## src/rtl/seg_word_decoder_if.sv

```systemverilog
// Seven-segment receive bus: pin-side inputs and decoded glyph/word-match outputs.
// SEG_WORD_COUNT_EN adds the word_count signal.
interface seg_word_decoder_if;
   logic [6:0] segments;
   logic       decimal;
   logic [2:0] glyph_code;
   logic       glyph_strobe;
   logic       hello_det;
   logic       rpog_det;
   logic       bad_glyph;
`ifdef SEG_WORD_COUNT_EN
   logic [7:0] word_count;

   modport master (output segments, decimal,
                   input  glyph_code, glyph_strobe, hello_det, rpog_det, bad_glyph, word_count);
   modport slave  (input  segments, decimal,
                   output glyph_code, glyph_strobe, hello_det, rpog_det, bad_glyph, word_count);
`else
   modport master (output segments, decimal,
                   input  glyph_code, glyph_strobe, hello_det, rpog_det, bad_glyph);
   modport slave  (input  segments, decimal,
                   output glyph_code, glyph_strobe, hello_det, rpog_det, bad_glyph);
`endif
endinterface

```

## src/rtl/seg_word_decoder.sv

```systemverilog
// Seven-segment glyph receiver: synchronizer, stability filter, letter decoder and HELLO/RPOG matcher.
// Optional SEG_WORD_COUNT_EN adds a saturating count of detected words.
module seg_word_decoder #(
   parameter int unsigned STABLE_CYCLES = 4
) (
   input logic               clk,
   input logic               rst_n,
   seg_word_decoder_if.slave bus
);
   localparam int unsigned CNT_W = 8;
   localparam logic [CNT_W-1:0] STABLE_LAST = CNT_W'(STABLE_CYCLES - 1);

   localparam logic [2:0] CODE_H     = 3'd0;
   localparam logic [2:0] CODE_E     = 3'd1;
   localparam logic [2:0] CODE_L     = 3'd2;
   localparam logic [2:0] CODE_O     = 3'd3;
   localparam logic [2:0] CODE_R     = 3'd4;
   localparam logic [2:0] CODE_P     = 3'd5;
   localparam logic [2:0] CODE_G     = 3'd6;
   localparam logic [2:0] CODE_BLANK = 3'd7;

   typedef enum logic [2:0] {ST_IDLE, ST_H, ST_HE, ST_HEL, ST_R, ST_RP, ST_RPO} state_t;

   // Returns {bad, code}; unknown patterns report as bad blank
   function automatic logic [3:0] decode_glyph(input logic [6:0] pat);
      case (pat)
         7'b1110100: decode_glyph = {1'b0, CODE_H};
         7'b1111001: decode_glyph = {1'b0, CODE_E};
         7'b0111000: decode_glyph = {1'b0, CODE_L};
         7'b0111111: decode_glyph = {1'b0, CODE_O};
         7'b1010000: decode_glyph = {1'b0, CODE_R};
         7'b1110011: decode_glyph = {1'b0, CODE_P};
         7'b1111101: decode_glyph = {1'b0, CODE_G};
         7'b0000000: decode_glyph = {1'b0, CODE_BLANK};
         default:    decode_glyph = {1'b1, CODE_BLANK};
      endcase
   endfunction

   logic [7:0]       sync1, sync2;
   logic [6:0]       sample_c;
   logic [6:0]       candidate, last_accepted;
   logic [CNT_W-1:0] count;
   logic             accept_c;
   logic [3:0]       dec_c;
   logic             bad_c;
   logic [2:0]       code_c, restart_c;
   state_t           state, state_next;
   logic             hello_c, rpog_c;

   logic [2:0] glyph_code_q;
   logic       glyph_strobe_q, hello_det_q, rpog_det_q, bad_glyph_q;

   assign sample_c  = sync2[7] ? sync2[6:0] : 7'b0000000;
   // Accept on the edge where the count reaches STABLE_CYCLES for a new glyph
   assign accept_c  = (sample_c == candidate) && (count == STABLE_LAST) && (candidate != last_accepted);
   assign dec_c     = decode_glyph(candidate);
   assign bad_c     = dec_c[3];
   assign code_c    = dec_c[2:0];
   assign restart_c = (code_c == CODE_H) ? 3'(ST_H) : (code_c == CODE_R) ? 3'(ST_R) : 3'(ST_IDLE);

   always_ff @(posedge clk) begin
      if (!rst_n) begin
         sync1         <= '0;
         sync2         <= '0;
         candidate     <= '0;
         last_accepted <= '0;
         count         <= '0;
      end else begin
         sync1 <= {bus.decimal, bus.segments};
         sync2 <= sync1;
         if (sample_c != candidate) begin
            candidate <= sample_c;
            count     <= '0;
         end else if (count <= STABLE_LAST) begin
            count <= count + CNT_W'(1);
         end
         if (accept_c) last_accepted <= candidate;
      end
   end

   always_ff @(posedge clk) begin
      if (!rst_n) state <= ST_IDLE;
      else        state <= state_next;
   end

   // Matcher advances only on accepted glyphs; blanks are transparent
   always_comb begin
      state_next = state;
      hello_c    = 1'b0;
      rpog_c     = 1'b0;
      if (accept_c) begin
         if (bad_c) begin
            state_next = ST_IDLE;
         end else if (code_c != CODE_BLANK) begin
            state_next = state_t'(restart_c);
            case (state)
               ST_H:   if (code_c == CODE_E) state_next = ST_HE;
               ST_HE:  if (code_c == CODE_L) state_next = ST_HEL;
               ST_HEL: begin
                  if (code_c == CODE_L) state_next = ST_HEL;
                  else if (code_c == CODE_O) begin
                     state_next = ST_IDLE;
                     hello_c    = 1'b1;
                  end
               end
               ST_R:   if (code_c == CODE_P) state_next = ST_RP;
               ST_RP:  if (code_c == CODE_O) state_next = ST_RPO;
               ST_RPO: begin
                  if (code_c == CODE_G) begin
                     state_next = ST_IDLE;
                     rpog_c     = 1'b1;
                  end
               end
               default: ;
            endcase
         end
      end
   end

   always_ff @(posedge clk) begin
      if (!rst_n) begin
         glyph_code_q   <= CODE_BLANK;
         glyph_strobe_q <= 1'b0;
         hello_det_q    <= 1'b0;
         rpog_det_q     <= 1'b0;
         bad_glyph_q    <= 1'b0;
      end else begin
         glyph_strobe_q <= accept_c;
         hello_det_q    <= hello_c;
         rpog_det_q     <= rpog_c;
         bad_glyph_q    <= accept_c & bad_c;
         if (accept_c) glyph_code_q <= code_c;
      end
   end

   assign bus.glyph_code   = glyph_code_q;
   assign bus.glyph_strobe = glyph_strobe_q;
   assign bus.hello_det    = hello_det_q;
   assign bus.rpog_det     = rpog_det_q;
   assign bus.bad_glyph    = bad_glyph_q;

`ifdef SEG_WORD_COUNT_EN
   logic [7:0] word_count_q;

   always_ff @(posedge clk) begin
      if (!rst_n)                                            word_count_q <= '0;
      else if ((hello_det_q | rpog_det_q) && word_count_q != 8'hFF) word_count_q <= word_count_q + 8'd1;
   end

   assign bus.word_count = word_count_q;
`endif
endmodule

```

## src/flat_wrapper.sv

```systemverilog
// flat-port wrapper written by rule: the top's interface ports become plain ports
module seg_word_decoder_flat 
#(
   parameter int unsigned STABLE_CYCLES = 4
)
  (clk, rst_n, bus_segments, bus_decimal, bus_glyph_code, bus_glyph_strobe, bus_hello_det, bus_rpog_det, bus_bad_glyph);
  seg_word_decoder_if bus_i ();
  input logic clk;
  input logic rst_n;
  input wire logic [$bits(bus_i.segments)-1:0] bus_segments;
  input wire logic [$bits(bus_i.decimal)-1:0] bus_decimal;
  output wire logic [$bits(bus_i.glyph_code)-1:0] bus_glyph_code;
  output wire logic [$bits(bus_i.glyph_strobe)-1:0] bus_glyph_strobe;
  output wire logic [$bits(bus_i.hello_det)-1:0] bus_hello_det;
  output wire logic [$bits(bus_i.rpog_det)-1:0] bus_rpog_det;
  output wire logic [$bits(bus_i.bad_glyph)-1:0] bus_bad_glyph;
  assign bus_i.segments = bus_segments;
  assign bus_i.decimal = bus_decimal;
  assign bus_glyph_code = bus_i.glyph_code;
  assign bus_glyph_strobe = bus_i.glyph_strobe;
  assign bus_hello_det = bus_i.hello_det;
  assign bus_rpog_det = bus_i.rpog_det;
  assign bus_bad_glyph = bus_i.bad_glyph;
  seg_word_decoder #(.STABLE_CYCLES(STABLE_CYCLES)) u_core (.clk(clk), .rst_n(rst_n), .bus(bus_i));
endmodule
```

## config.mk

```make
export PLATFORM = sky130hd
export DESIGN_NAME = seg_word_decoder_flat
export DESIGN_NICKNAME = d
export VERILOG_FILES = /design/src/rtl/seg_word_decoder_if.sv /design/src/rtl/seg_word_decoder.sv /design/src/flat_wrapper.sv
export SDC_FILE = /design/constraint.sdc
export NUM_CORES = 1
export LEC_CHECK = 0
export ABC_AREA = 1
export CAP_MARGIN = 20
export CORE_MARGIN = 5
export CORE_UTILIZATION = 40
export DETAILED_ROUTE_END_ITERATION = 10
export GPL_TIMING_DRIVEN = 0
export SYNTH_ARGS = -nofsm -noshare
export SYNTH_HDL_FRONTEND = slang
export SYNTH_SLANG_ARGS = --single-unit
```

## constraint.sdc

```tcl
create_clock -name clk -period 2.09 [get_ports clk]
set_clock_uncertainty 0.05 [all_clocks]
set_input_delay 0.3135 -clock clk [delete_from_list [all_inputs] [get_ports clk]]
set_output_delay 0.3135 -clock clk [all_outputs]
set_load 0.005 [all_outputs]
```

---- Yosys cells after proc, flatten, opt, wreduce, memory -nomap -nowiden ----
Index checks and enable logic that the tools add are counted.
storage, ports and cells
  register bits ........................... 48
  logic and storage cells ................. 68
cells by class
  add/subtract/negate cells ............... 1
  $lt $le $gt $ge ......................... 1
  equal/unequal tests ..................... 24
  muxes and demuxes ....................... 16
  bitwise operators ....................... 6
  reduce and logical (&&, ||, !) cells .... 9
operators by type and width
  cell                                                                    count
  7-bit equality test (second input constant)                             5
  3-bit 2-to-1 mux                                                        11
  4-bit one-hot mux with 8 select lines                                   1
  3-bit equality test (second input constant)                             6
  3-bit one-hot mux with 6 select lines                                   1
  7-bit by 6-bit equality test with 1-bit output (second input constant)  2
  7-bit inequality test                                                   2
  3-bit by 2-bit equality test with 1-bit output (second input constant)  4
  8-bit by 1-bit adder with 8-bit output (second input constant)          1
  8-bit by 2-bit equality test with 1-bit output (second input constant)  1
  8-bit by 2-bit <= comparator with 1-bit output (second input constant)  1
  7-bit equality test                                                     1
  7-bit logical NOT                                                       1
  7-bit 2-to-1 mux                                                        1
  3-bit by 1-bit equality test with 1-bit output (second input constant)  2
  6-bit OR reduction                                                      1
  1-bit inverter                                                          5
  5-bit OR reduction                                                      1
  3-bit logical NOT                                                       1
  3-bit inequality test (second input constant)                           1
  1-bit logical AND                                                       2
  1-bit 2-to-1 mux                                                        2
  2-bit AND reduction                                                     1
  2-bit nonzero test                                                      1
  other kinds (2)                                                         2

---- Logic depth before layout (Yosys ltp) ----
  depth in word-level cells ............... 10
  gate-level depth with buffers ........... 13
  depth with buffers taken out ............ 12

---- Worst setup path after synthesis ----
OpenSTA, ideal clock, no wires.
  kind .................................... reg2reg
  start ................................... reg u_core.candidate[2]
  end ..................................... reg u_core.state[0]
  library setup time ...................... 122 ps
  arrival time ............................ 1333 ps
  slack ................................... 585 ps
  cell stages (with the launch flop) ...... 13
  path buffers ............................ 0
  clock period less this slack ............ 1505 ps
  cell sequence ........................... dfxtp_1 > nor2_1 > nand2_2 > nor2_2 > inv_1 > nand2_1 > nor2_4 > nand2_1 > nand2_1 > nand3_1 > nand3_1 > nand2_1 > a21oi_1
between the ends
  longest elaborated chain between the ends .. 9
  elaborated cells between the ends (all ways) .. 33
  those cells by class .................... eq/ne: 15; mux: 12; reduce/logical: 6
RTL lines
  element                                      line                     source
  start, declared                              seg_word_decoder.sv:41   logic [6:0] candidate, last_accepted;
  start signal, assigned                       seg_word_decoder.sv:72   candidate <= sample_c;
  7-bit equality test (tied with other cells)  seg_word_decoder.sv:26   case (pat)
  4-bit one-hot mux with 8 select lines        seg_word_decoder.sv:26
  3-bit logical NOT                            seg_word_decoder.sv:59   assign restart_c = (code_c == CODE_H) ? 3'(ST_H) : (code_c == CODE_R) ? 3'(ST_R) : 3'(ST_IDLE);
  3-bit 2-to-1 mux                             seg_word_decoder.sv:59
  3-bit 2-to-1 mux                             seg_word_decoder.sv:101  else if (code_c == CODE_O) begin
  3-bit 2-to-1 mux                             seg_word_decoder.sv:100  if (code_c == CODE_L) state_next = ST_HEL;
  3-bit one-hot mux with 6 select lines        seg_word_decoder.sv:96   case (state)
  3-bit 2-to-1 mux                             seg_word_decoder.sv:94   end else if (code_c != CODE_BLANK) begin
  3-bit 2-to-1 mux                             seg_word_decoder.sv:92   if (bad_c) begin
  end signal, assigned                         seg_word_decoder.sv:83   else state <= state_next;
  end, declared                                seg_word_decoder.sv:47   state_t state, state_next;
Parallel ways exist; a longest one is shown, timed or not. The select of a mux whose other input is x is not followed.
A chain may end at the register's enable or synchronous reset.

---- Final worst setup path ----
  start ................................... reg u_core.candidate[5]
  end ..................................... reg u_core.state[0]
The elaborated chain is that of the path after synthesis.

==> results_dict.tcl <==
set metrics [dict create \
    dp_cells 374 \
    avgSynthCellArea_um2 7.334 \
    gp_congestion 0.8326 \
    initial_utilization 0.4124 \
    synth_cells 289 \
    synthSimpleGateAreaFrac 0.3052 \
    worstPathMaxFanout 7 \
    diodes 0 \
    placementRows 26 \
    antenna_found_initial 0 \
    maxSlewViolCount 0 \
    grt_max_degree 15 \
    synthArstFlopShare 0 \
    synthMuxAreaShare 0 \
    synth_top_family_by_area "simple AND/OR/NAND/NOR gates" \
    avgViaCountPerCell 4.564 \
    rsz0062_at_grt "no" \
    grt_pass1_vias 1596 \
    synth_edf_count 0 \
    seq_area_um2 960.9 \
    hold_viol_final 0 \
    clock_tree.root_cell "clkbuf_8" \
    period_needed_ns 1.795 \
    fin_area_mm2 0.002486 \
    ir_drop_mv 0.4557 \
    grtUsageTotal 0.1309 \
    ant_nets 0 \
    worstMarginPinSlew_ns 0.5642 \
    clkLatencyLatePin_ns 0.29 \
    cts_num_sinks 48 \
    routed_wl_mm 3.912 \
    setup.worst_path.end_class "register" \
    drc_errors 0 \
    vias 1739 \
    synth-xor-area-share 0.04545 \
    syn_to_final_growth_pct 17.30 \
    dieArea_mm2 0.006855 \
    r2r_start "u_core.candidate[5]" \
    clock_path_buffers 2 \
    layout.nets 322 \
    layout-drive-gt1-share 0.09646 \
    place_hpwl_mm 2.943 \
    cts_tree "yes" \
    whs_ns 0.3654 \
    drt_first_iter_violations 81 \
    syn-num-nets 300 \
    hp-class "reg2reg" \
    grt_first_pass_wirelength_mm 6.789 \
    synth_warnings 0 \
    startpoint "u_core.candidate[5]" \
    placed_cell_area_mm2 0.002357 \
    seq_area_frac_synth 0.4534 \
    cts_setup_buffers 0 \
    hold_buffers 0 \
    setup_viol 0 \
    ys_ff_latch 48 \
    outcome "finished, final reports clean" \
    synth_cell_types 29 \
    htreeDepth 2 \
    core-area_mm2 0.005140 \
    synth-main-ff-cell "dfxtp_1" \
    totalNegativeSetupSlack_ns 0 \
    maxCapViolations 0 \
    clock.fmax_ghz 0.5571 \
    die_h_um 82.80 \
    clkSlewWorstSetupHoldPaths_ns 0.08 \
    min-delay-start "u_core.sync1[3]" \
    cts_inserted_buffers 5 \
    n_fill_cell 552 \
    die_x_um 82.80 \
    path_class "reg2reg" \
    grt.overflow.total 0 \
    final_cells 381 \
    slew_headroom 0.6239 \
    portBuffers 15 \
    power.density_mw_per_mm2 731.2 \
    synth-compound-area-share 0.08028 \
    multi_input_area_um2 925.9 \
    finalCritPeriodShare 0.8589 \
    wl_per_cell_um 10.27 \
    crit_arrival_ns 1.93 \
    cp_data_required_time_ns 2.22 \
    start_kind "register" \
    ctsResizeCount 0 \
    cellLeakagePower_nw 1.083 \
    io_pins 17 \
    syn-cell-area_mm2 0.002120 \
    synth_fa_ha_area_frac 0.005903 \
    first_pass_iters 4 \
]
[synthesized netlist by cell type, types with 2 or more instances]
cell / instances / area share
inv_2: 4 / 0.0071
o21ai_0: 15 / 0.035
nand2_1: 57 / 0.10
a21oi_1: 14 / 0.033
xor2_1: 9 / 0.037
buf_4: 2 / 0.0071
nor2_1: 40 / 0.071
nor2_2: 4 / 0.012
clkbuf_1: 5 / 0.0089
o22ai_1: 2 / 0.0059
dfxtp_1: 48 / 0.45
nand3_1: 16 / 0.038
nor3_1: 2 / 0.0047
nand4_1: 5 / 0.015
inv_1: 46 / 0.081
nor2_4: 2 / 0.011
nand4_2: 2 / 0.012
xnor2_1: 2 / 0.0083
nand2_2: 4 / 0.012
[worst paths after layout]
check                                        to  slack [ns]  depth (start not counted)
worst max-delay path            u_core.state[0]        0.30                         11
worst min-delay path            u_core.sync2[3]        0.37                          2
worst max register to register  u_core.state[0]        0.30                         11
worst min register to register  u_core.sync2[3]        0.37                          2
[registers in the layout (all words and copies together), names as in the netlist, 3 cells and up]
signal and cells:
u_core.state 3, u_core.sync1 8, u_core.last_accepted 7, u_core.sync2 8, u_core.bus.glyph_code 3, u_core.count 8, u_core.candidate 7
[layout by cell type, fill, tap and decap left out, types with 5 or more instances in the layout]
master and count:
nand2_1 57, dfxtp_1 48, inv_1 46, nor2_1 40, nand3_1 16, o21ai_0 15
clkdlybuf4s50_1 15, a21oi_1 14, xor2_1 9, clkbuf_1 5, nand4_1 5, clkbuf_8 5
[metrics by stage]
stage          setup WS [ns]  power, mW    util
2_1_floorplan         0.5850      1.043       -
3_3_place_gp          0.3413      1.075  0.4586
3_5_place_dp          0.3310      1.077  0.4586
4_1_cts               0.3084      1.843  0.4837
5_1_grt              0.08469      1.898  0.4837
6_report              0.2950      1.818  0.4837
[cells by family after synthesis]
| kind of cell | after synthesis |
|---|---|
| and+or+nand+nor | 138 |
| buffers and inverters | 58 |
| DFF | 48 |
| AOI/OAI and AO/OA | 33 |
| xor gates and xnor gates | 11 |
| adders and majority gates | 1 |
[metal layers]
| metal | vias up | track usage | share of wire |
|---|---|---|---|
| met5 | - | 0 | 0 |
| met4 | 0 | 0.05065 | 0.014 |
| met3 | 5 | 0.03888 | 0.047 |
| met2 | 32 | 0.2292 | 0.49 |
| met1 | 763 | 0.1491 | 0.45 |
| li1 | 939 | - | - |
[power breakdown]
part           switching (mW)  internal [mW]
logic                  0.0625         0.0436
registers             0.00977          0.938
clock network           0.293          0.471
total                   0.365           1.45
[cell type report]
class | instances | area share
buffer | 8 | 0.01812
clock buffer | 5 | 0.02768
clock inverter | 2 | 0.02416
inverter | 50 | 0.07549
multi-input combinational | 183 | 0.3724
sequential | 48 | 0.3865
tap | 70 | 0.03523
timing repair buffer | 15 | 0.06039
[critical path, stage by stage, from the launching register on]
cell	delay, ns
dfxtp_1	0.46
nand2_1	0.08
nor2_1	0.19
nand3_1	0.22
nand2_1	0.15
nor2_1	0.05
nand2_1	0.10
nand2_1	0.10
nand3_1	0.09
nand3_1	0.06
nand2_1	0.07
a21oi_1	0.06
No activity file was read; power rests on OpenSTA's default activity.
